[src/rtl/frame_timer_pkg.sv]
// Shared types and defaults for the frame-based timer bank.
package frame_timer_pkg;

    typedef enum logic {
        IDLE = 1'b0,
        RUN  = 1'b1
    } timer_state_t;

    localparam int DEFAULT_CNT_W = 11;

endpackage

[src/rtl/frame_timer_channel.sv]
// One countdown channel: load, per-frame decrement, one-clock expiry pulse,
// optional auto-reload. Cancel beats start, start beats expiry/decrement.
module frame_timer_channel
    import frame_timer_pkg::*;
#(
    parameter int CNT_W = DEFAULT_CNT_W
) (
    input  logic             clk,
    input  logic             resetN,
    input  logic             startOfFrame,
    input  logic             pause,
    input  logic             i_start,
    input  logic             i_cancel,
    input  logic [CNT_W-1:0] i_time,
    input  logic             i_periodic,
    output logic             o_fire,
    output logic             o_expired,
    output logic             o_active,
    output logic [CNT_W-1:0] o_count
);

    localparam logic [CNT_W-1:0] CNT_ONE = CNT_W'(1);

    timer_state_t     r_state;
    logic [CNT_W-1:0] r_count;
    logic [CNT_W-1:0] r_reload;
    logic             r_periodic;
    logic             r_expired;
    logic             w_fire;

    // Expiry happens on the edge after count reaches 0, unless overridden.
    assign w_fire = (r_state == RUN) && (r_count == '0) && !i_cancel && !i_start;

    // Channel FSM with count, reload and mode registers.
    always_ff @(posedge clk or negedge resetN) begin
        if (!resetN) begin
            r_state    <= IDLE;
            r_count    <= '0;
            r_reload   <= '0;
            r_periodic <= 1'b0;
            r_expired  <= 1'b0;
        end else begin
            r_expired <= w_fire;
            if (i_cancel) begin
                r_state <= IDLE;
                r_count <= '0;
            end else if (i_start) begin
                r_state    <= RUN;
                r_count    <= i_time;
                r_reload   <= i_time;
                r_periodic <= i_periodic;
            end else if (r_state == RUN) begin
                if (r_count == '0) begin
                    // A zero reload would spin forever, so it degrades to one-shot.
                    if (r_periodic && (r_reload != '0)) begin
                        r_count <= r_reload;
                    end else begin
                        r_state <= IDLE;
                    end
                end else if (startOfFrame && !pause) begin
                    r_count <= r_count - CNT_ONE;
                end
            end
        end
    end

    assign o_fire    = w_fire;
    assign o_expired = r_expired;
    assign o_active  = (r_state == RUN);
    assign o_count   = r_count;

endmodule

[src/rtl/frame_timer_bank.sv]
// Bank of NUM_CH independent frame countdown timers with a shared request port.
module frame_timer_bank
    import frame_timer_pkg::*;
#(
    parameter  int NUM_CH = 4,
    parameter  int CNT_W  = DEFAULT_CNT_W,
    localparam int CH_W   = (NUM_CH > 1) ? $clog2(NUM_CH) : 1
) (
    input  logic                    clk,
    input  logic                    resetN,
    input  logic                    startOfFrame,
    input  logic                    pause,
    input  logic                    req_valid,
    input  logic [CH_W-1:0]         req_ch,
    input  logic [CNT_W-1:0]        req_time,
    input  logic                    req_periodic,
    input  logic [NUM_CH-1:0]       cancel,
    output logic [NUM_CH-1:0]       expired,
    output logic [NUM_CH-1:0]       active,
    output logic                    any_expired,
    output logic [NUM_CH*CNT_W-1:0] remaining
);

    logic [NUM_CH-1:0] w_start;
    logic [NUM_CH-1:0] w_fire;
    logic              r_any_expired;

    for (genvar g = 0; g < NUM_CH; g++) begin : g_ch
        // Out-of-range channel numbers match no decoder and are dropped.
        assign w_start[g] = req_valid && (int'(req_ch) == g);

        frame_timer_channel #(
            .CNT_W (CNT_W)
        ) u_ch (
            .clk          (clk),
            .resetN       (resetN),
            .startOfFrame (startOfFrame),
            .pause        (pause),
            .i_start      (w_start[g]),
            .i_cancel     (cancel[g]),
            .i_time       (req_time),
            .i_periodic   (req_periodic),
            .o_fire       (w_fire[g]),
            .o_expired    (expired[g]),
            .o_active     (active[g]),
            .o_count      (remaining[g*CNT_W +: CNT_W])
        );
    end

    // Registered OR of the channels' next-cycle expiry, aligned with expired.
    always_ff @(posedge clk or negedge resetN) begin
        if (!resetN) begin
            r_any_expired <= 1'b0;
        end else begin
            r_any_expired <= |w_fire;
        end
    end

    assign any_expired = r_any_expired;

endmodule
[config.mk]
export PLATFORM = sky130hd
export DESIGN_NAME = frame_timer_bank
export DESIGN_NICKNAME = d
export VERILOG_FILES = /design/src/rtl/frame_timer_pkg.sv /design/src/rtl/frame_timer_channel.sv /design/src/rtl/frame_timer_bank.sv
export SDC_FILE = /design/constraint.sdc
export NUM_CORES = 1
export LEC_CHECK = 0
export CELL_PAD_IN_SITES_DETAIL_PLACEMENT = 1
export CELL_PAD_IN_SITES_GLOBAL_PLACEMENT = 1
export CORE_ASPECT_RATIO = 0.8
export CORE_MARGIN = 1
export CORE_UTILIZATION = 47
export CTS_CLUSTER_DIAMETER = 80
export DETAILED_ROUTE_END_ITERATION = 12
export GPL_ROUTABILITY_DRIVEN = 0
export PLACE_DENSITY = 0.85
export SETUP_SLACK_MARGIN = 0.2
export SYNTH_ARGS = -nofsm -noshare
export SYNTH_HDL_FRONTEND = slang
export SYNTH_SLANG_ARGS = --single-unit
[constraint.sdc]
create_clock -name clk -period 5.69 [get_ports clk]
set_input_delay 0.569 -clock clk [delete_from_list [all_inputs] [get_ports clk]]
set_output_delay 0.569 -clock clk [all_outputs]
set_load 0.005 [all_outputs]
; After elaboration in Yosys (flattened, before gate mapping)
; Cells that the tools add are included.
[op_classes]
addsub = 4
eq_ne = 7
muxes = 44
bitwise_logic = 4
reduce_logical = 56
[ops]
columns = cell, count
row1 = 11-bit 2-to-1 mux, 24
row2 = 11-bit zero test, 4
row3 = 11-bit nonzero test, 4
row4 = 11-bit by 1-bit subtractor with 11-bit output (second input constant), 4
row5 = 1-bit logical AND, 21
row6 = 1-bit 2-to-1 mux, 20
row7 = 4-bit by 3-bit inequality test with 1-bit output (second input constant), 4
row8 = 4-bit nonzero test, 4
row9 = 3-bit AND reduction, 4
row10 = 3-bit nonzero test, 4
row11 = 1-bit zero test, 9
row12 = 2-bit AND reduction, 4
row13 = 2-bit == test (second input constant), 2
row14 = 1-bit NOT, 4
row15 = 4-bit OR reduction, 1
row16 = 2-bit by 1-bit == test with 1-bit output (second input constant), 1
row17 = 2-bit zero test, 1
[totals]
regBits = 101
inputBits = 23
wordCells = 136

; Depth between registers and ports, before layout
[logic_depth]
word_depth = 7
ltp_mapped = 10
ltp_nobuf = 7

; Hierarchy
; A second synthesis with hierarchy kept.
[unflattened]
cells_unflattened = 705
area_unflattened_um2 = 6301.0
[modules_own_cells]
columns = module, n_inst, cells_per_inst, area_per_inst_um2, seq_area_each_um2
row1 = frame_timer_channel (g_ch[0].u_ch ...), 2, 173, 1544.0, 625.6
row2 = frame_timer_channel (g_ch[3].u_ch), 1, 177, 1581.5, 625.6
row3 = frame_timer_channel (g_ch[2].u_ch), 1, 176, 1567.8, 625.6
row4 = frame_timer_bank, 1, 6, 63.8, 25.0

; Worst setup path after synthesis
; Ideal clock, no wire load.
[synth_timing]
kind = reg2reg
start = register g_ch[1].u_ch.r_count[0]
end = register g_ch[1].u_ch.r_count[7]
setup_ps = 121
arrival_ps = 2399
t_required_ps = 5569
slack_ps = 3170
path_stages_with_launch = 8
path_buffers = 0
period_less_slack_ps = 2520
cell_sequence = dfrtp_1 inv_1 ha_1 or3b_2 or4_1 o211a_1 or3_1 a32o_1
[synth_via]
elab_chain_cells = 6
elab_cells_between_ends = 10
classes_between = add/sub (1) / eq/ne (1) / mux (5) / reduce/logical (3)
[synth_rtl]
columns = item, line
row1 = "start, declared", frame_timer_channel.sv:25  ; logic [CNT_W-1:0] r_count;
row2 = "start signal, assigned", frame_timer_channel.sv:49  ; r_count <= i_time;
row3 = "start signal, assigned", frame_timer_channel.sv:56  ; r_count <= r_reload;
row4 = "start signal, assigned", frame_timer_channel.sv:61  ; r_count <= r_count - CNT_ONE;
row5 = 11-bit by 1-bit subtractor with 11-bit output, frame_timer_channel.sv:61
row6 = 11-bit 2-to-1 mux, frame_timer_channel.sv:60  ; end else if (startOfFrame && !pause) begin
row7 = 11-bit 2-to-1 mux, frame_timer_channel.sv:53  ; if (r_count == '0) begin
row8 = 11-bit 2-to-1 mux, frame_timer_channel.sv:52  ; end else if (r_state == RUN) begin
row9 = 11-bit 2-to-1 mux, frame_timer_channel.sv:47  ; end else if (i_start) begin
row10 = 11-bit 2-to-1 mux, frame_timer_channel.sv:44  ; if (i_cancel) begin
; Several ways; a longest one is shown, not always the timed one. The select of a mux whose other input is x is not followed.
; A chain may end at the register's enable or synchronous reset.

; Worst setup path in the final report
[layout_timing]
start = register g_ch[0].u_ch.r_count[0]
end = register g_ch[0].u_ch.r_count[5]
[layout_via]
elab_chain_cells = 6
elab_cells_between_ends = 10
classes_between = add/sub (1) / eq/ne (1) / mux (5) / reduce/logical (3)
[layout_rtl]
columns = item, line
row1 = "start, declared", frame_timer_channel.sv:25
row2 = "start signal, assigned", frame_timer_channel.sv:49
row3 = "start signal, assigned", frame_timer_channel.sv:56
row4 = "start signal, assigned", frame_timer_channel.sv:61
row5 = 11-bit by 1-bit subtractor with 11-bit output, frame_timer_channel.sv:61
row6 = 11-bit 2-to-1 mux, frame_timer_channel.sv:60
row7 = 11-bit 2-to-1 mux, frame_timer_channel.sv:53
row8 = 11-bit 2-to-1 mux, frame_timer_channel.sv:52
row9 = 11-bit 2-to-1 mux, frame_timer_channel.sv:47
row10 = 11-bit 2-to-1 mux, frame_timer_channel.sv:44
; Several ways; a longest one is shown, not always the timed one. The select of a mux whose other input is x is not followed.

==> impl_metrics.toml <==
[outcome]
status = "complete, no violations"

[worst_setup_path]
crit_top_cell = "a21oi_1"
worstReg2RegStart = "g_ch[0].u_ch.o_count[0]"
cp_top_family = "simple AND/OR/NAND/NOR gates"
critPathLaunchType = "flop"
cpMaxStageDelayCell = "nor4b_1"
required_ns = 6.00
worst-path-buf-inv = 1
cp-end-kind = "flop"
max_stage_delay_ns = 0.75
critPathArrivalTime_ns = 3.43
path_cells = "inv_1 > ha_1 > nor4b_1 > and3_1 > a21oi_1 > a21oi_1 > a32o_1"
crit_fanout = 9
critical_path_class = "reg2reg"
critPathLaunch = "g_ch[0].u_ch.o_count[0]"

[layout]
nets = 695
area.growth.synth_to_final_pct = 18.7
drive_gt1_share_pct = 11.8
multiInputGateArea_um2 = 3110
nFillCells = 1354
regArea_um2 = 2530
antennaDiodeCount = 0
fin_util_pct = 57.5

[sta]
rsz0062_at_grt = "no"
max_freq_ghz = 0.321
slew_headroom_pct = 23.5
setup_tns_ns = 0
finClkSkew_ns = 0.00864
setup_viol_count_final = 0
holdWs_ns = 0.162
period_share_pct = 54.8
hold_violations = 0
period_needed_ns = 3.12
setup_slack_ns = 2.57
slew_violations = 0
tightestPinTransition_ns = 1.14

[place]
hpwl_um = 13500
post-place-ws_ns = 2.58
portBuffers = 75

[routing]
vias = 5499
drt_first_iter_violations = 574
drcViolationCount = 0
antenna_left = 0
first_pass_iters = 5
wl_um = 19400
routedWlPerCell_um = 23.1
routed_via_density = 6.55

[logic_synthesis]
syn-num-nets = 650
postSynthCellCount = 619
synth-async-reset-ratio_pct = 100
synth_edf_count = 0
synth_top_cell_area_share_pct = 42.7
ys_ff_latch = 101
syn_area_um2 = 5920
synth_cell_type_count = 68
synth_area_leader_cell = "dfrtp_1"
yosysSeqAreaShare_pct = 42.7
synth_flop_cell = "dfrtp_1"
synthTopCellsByArea = "dfrtp_1 (43%), mux2_2 (8.4%), nand2_1 (3.6%)"
yosysWarnings = 0
syn_avg_cell_area_um2 = 9.56

[clocking]
cts_setup_buffers = 0
cts_sinks = 101
htreeDepth = 3
cts.root.buffer_cell = "clkbuf_16"
cts_hold_buf = 0
cts_buffers = 9
cts_tree = "built"
clk_latency_ns = 0.37
cts.repair.resized = 0
cts_buffer_depth = 2
cts.clk_slew.worst_paths_ns = 0.08

[global_route]
grt_first_pass_wirelength_um = 30600
track_usage_pct = 31.1
grt_max_degree = 65
antenna_found_initial = 0
grt-ovfl-total = 0
grt_pass1_vias = 5568

[job]
drv_cap = 0

[die]
initial_core_util_pct = 48.5
dieArea_um2 = 13000
rows = 36
core_um2 = 12200
die_h_um = 102
io_pins = 76
die_x_um = 127

[pwr]
peakVddDrop_v = 0.000190
powerDensity_nw_per_um2 = 364
total_power_uw = 2550
p_leak_uw = 0.00291

[worst_hold_path]
hold_class = "in2async"
-- worst paths after layout --
| check | slack (ns) | to | cells after the start |
|---|---|---|---|
| worst max-delay path | 2.57 | g_ch[0].u_ch.o_count[5] | 7 |
| worst min-delay path | 0.16 | g_ch[3].u_ch.o_count[7] | 1 |
| worst max register to register | 2.57 | g_ch[0].u_ch.o_count[5] | 7 |
| worst min register to register | 0.54 | g_ch[1].u_ch.r_reload[1] | 1 |
| max in group asynchronous | 4.31 | g_ch[2].u_ch.o_count[4] | 2 |
| min in group clk | 0.54 | g_ch[1].u_ch.r_reload[1] | 1 |
-- flip-flops by register name, indices dropped and copies added (netlist names) --
name and cells:
g_ch.u_ch.o_count 44, g_ch.u_ch.r_reload 44, g_ch.u_ch.o_active 4, g_ch.u_ch.o_expired 4, g_ch.u_ch.r_periodic 4, any_expired 1
-- cell usage after synthesis (10+ instances only) --
cell	instances
inv_1	19
a211oi_1	10
nand2_1	57
a21oi_1	22
nor4_1	15
a31oi_1	18
nor3_1	26
o21ai_0	40
or3_1	17
nor2_1	31
buf_2	10
clkbuf_1	26
o31ai_1	12
dfrtp_1	101
o211ai_1	12
mux2_2	44
-- power breakdown --
| group | internal, uW | switching, uW | total (uW) |
|---|---|---|---|
| Sequential | 833 | 140 | 973 |
| Combinational | 410 | 502 | 913 |
| Clock | 352 | 317 | 670 |
| Total | 1600 | 960 | 2550 |
-- final cells by class --
class,instances,share of cell area [%]
clock inverter,7,1.30
multi-input combinational,454,44.3
timing repair buffer,79,11.1
tap,171,3.05
clock buffer,9,3.21
inverter,19,1.02
sequential,101,36.0
-- layer usage --
layer	part of all wire (%)	GRT usage (%)	wire, um
met2	49	51.5	9400
met5	0	0	0
met3	5.4	5.97	1040
met1	43	40.9	8400
met4	2.7	11.5	524
-- kinds of logic after synthesis --
logic type | after synthesis | share of synthesized area [%]
adders and majority gates | 8 | 1.69
DFF | 101 | 42.7
AOI/OAI and AO/OA | 174 | 20.4
xor gates and xnor gates | 13 | 1.92
muxes | 53 | 9.90
buffers and inverters | 64 | 4.78
and+or+nand+nor | 206 | 18.6
-- per-stage QoR --
stage / instance area [um2] / cells
after floorplan: 5920 / 619
final: 7020 / 840
after detailed placement: 6700 / 824
after global placement: 6700 / 824
after global routing: 7020 / 840
after CTS: 7020 / 840
-- layout by cell type, fill, tap and decap left out, drive strengths merged, types with 9 or more instances in the layout --
cell type,n
nor3,27
o211ai,12
or4,10
or3,17
mux2,44
nand2,57
a21oi,22
nor2,31
o21ai,41
a31oi,18
a211oi,10
mux2i,9
clkdlybuf4s50,74
nor4,17
o31ai,12
dfrtp,101
inv,22
clkbuf,9
-- worst reg2reg max path: cells and delay by family (launching register included) --
family                   cells  cell delay, ns
AO/OA/AOI/OAI                3            1.05
AND/OR/NAND/NOR              2            1.29
adder cells (fa/ha/maj)      1            0.18
buffers and inverters        1            0.10
flip-flops                   1            0.44
Power figures use the tool's default switching activity.
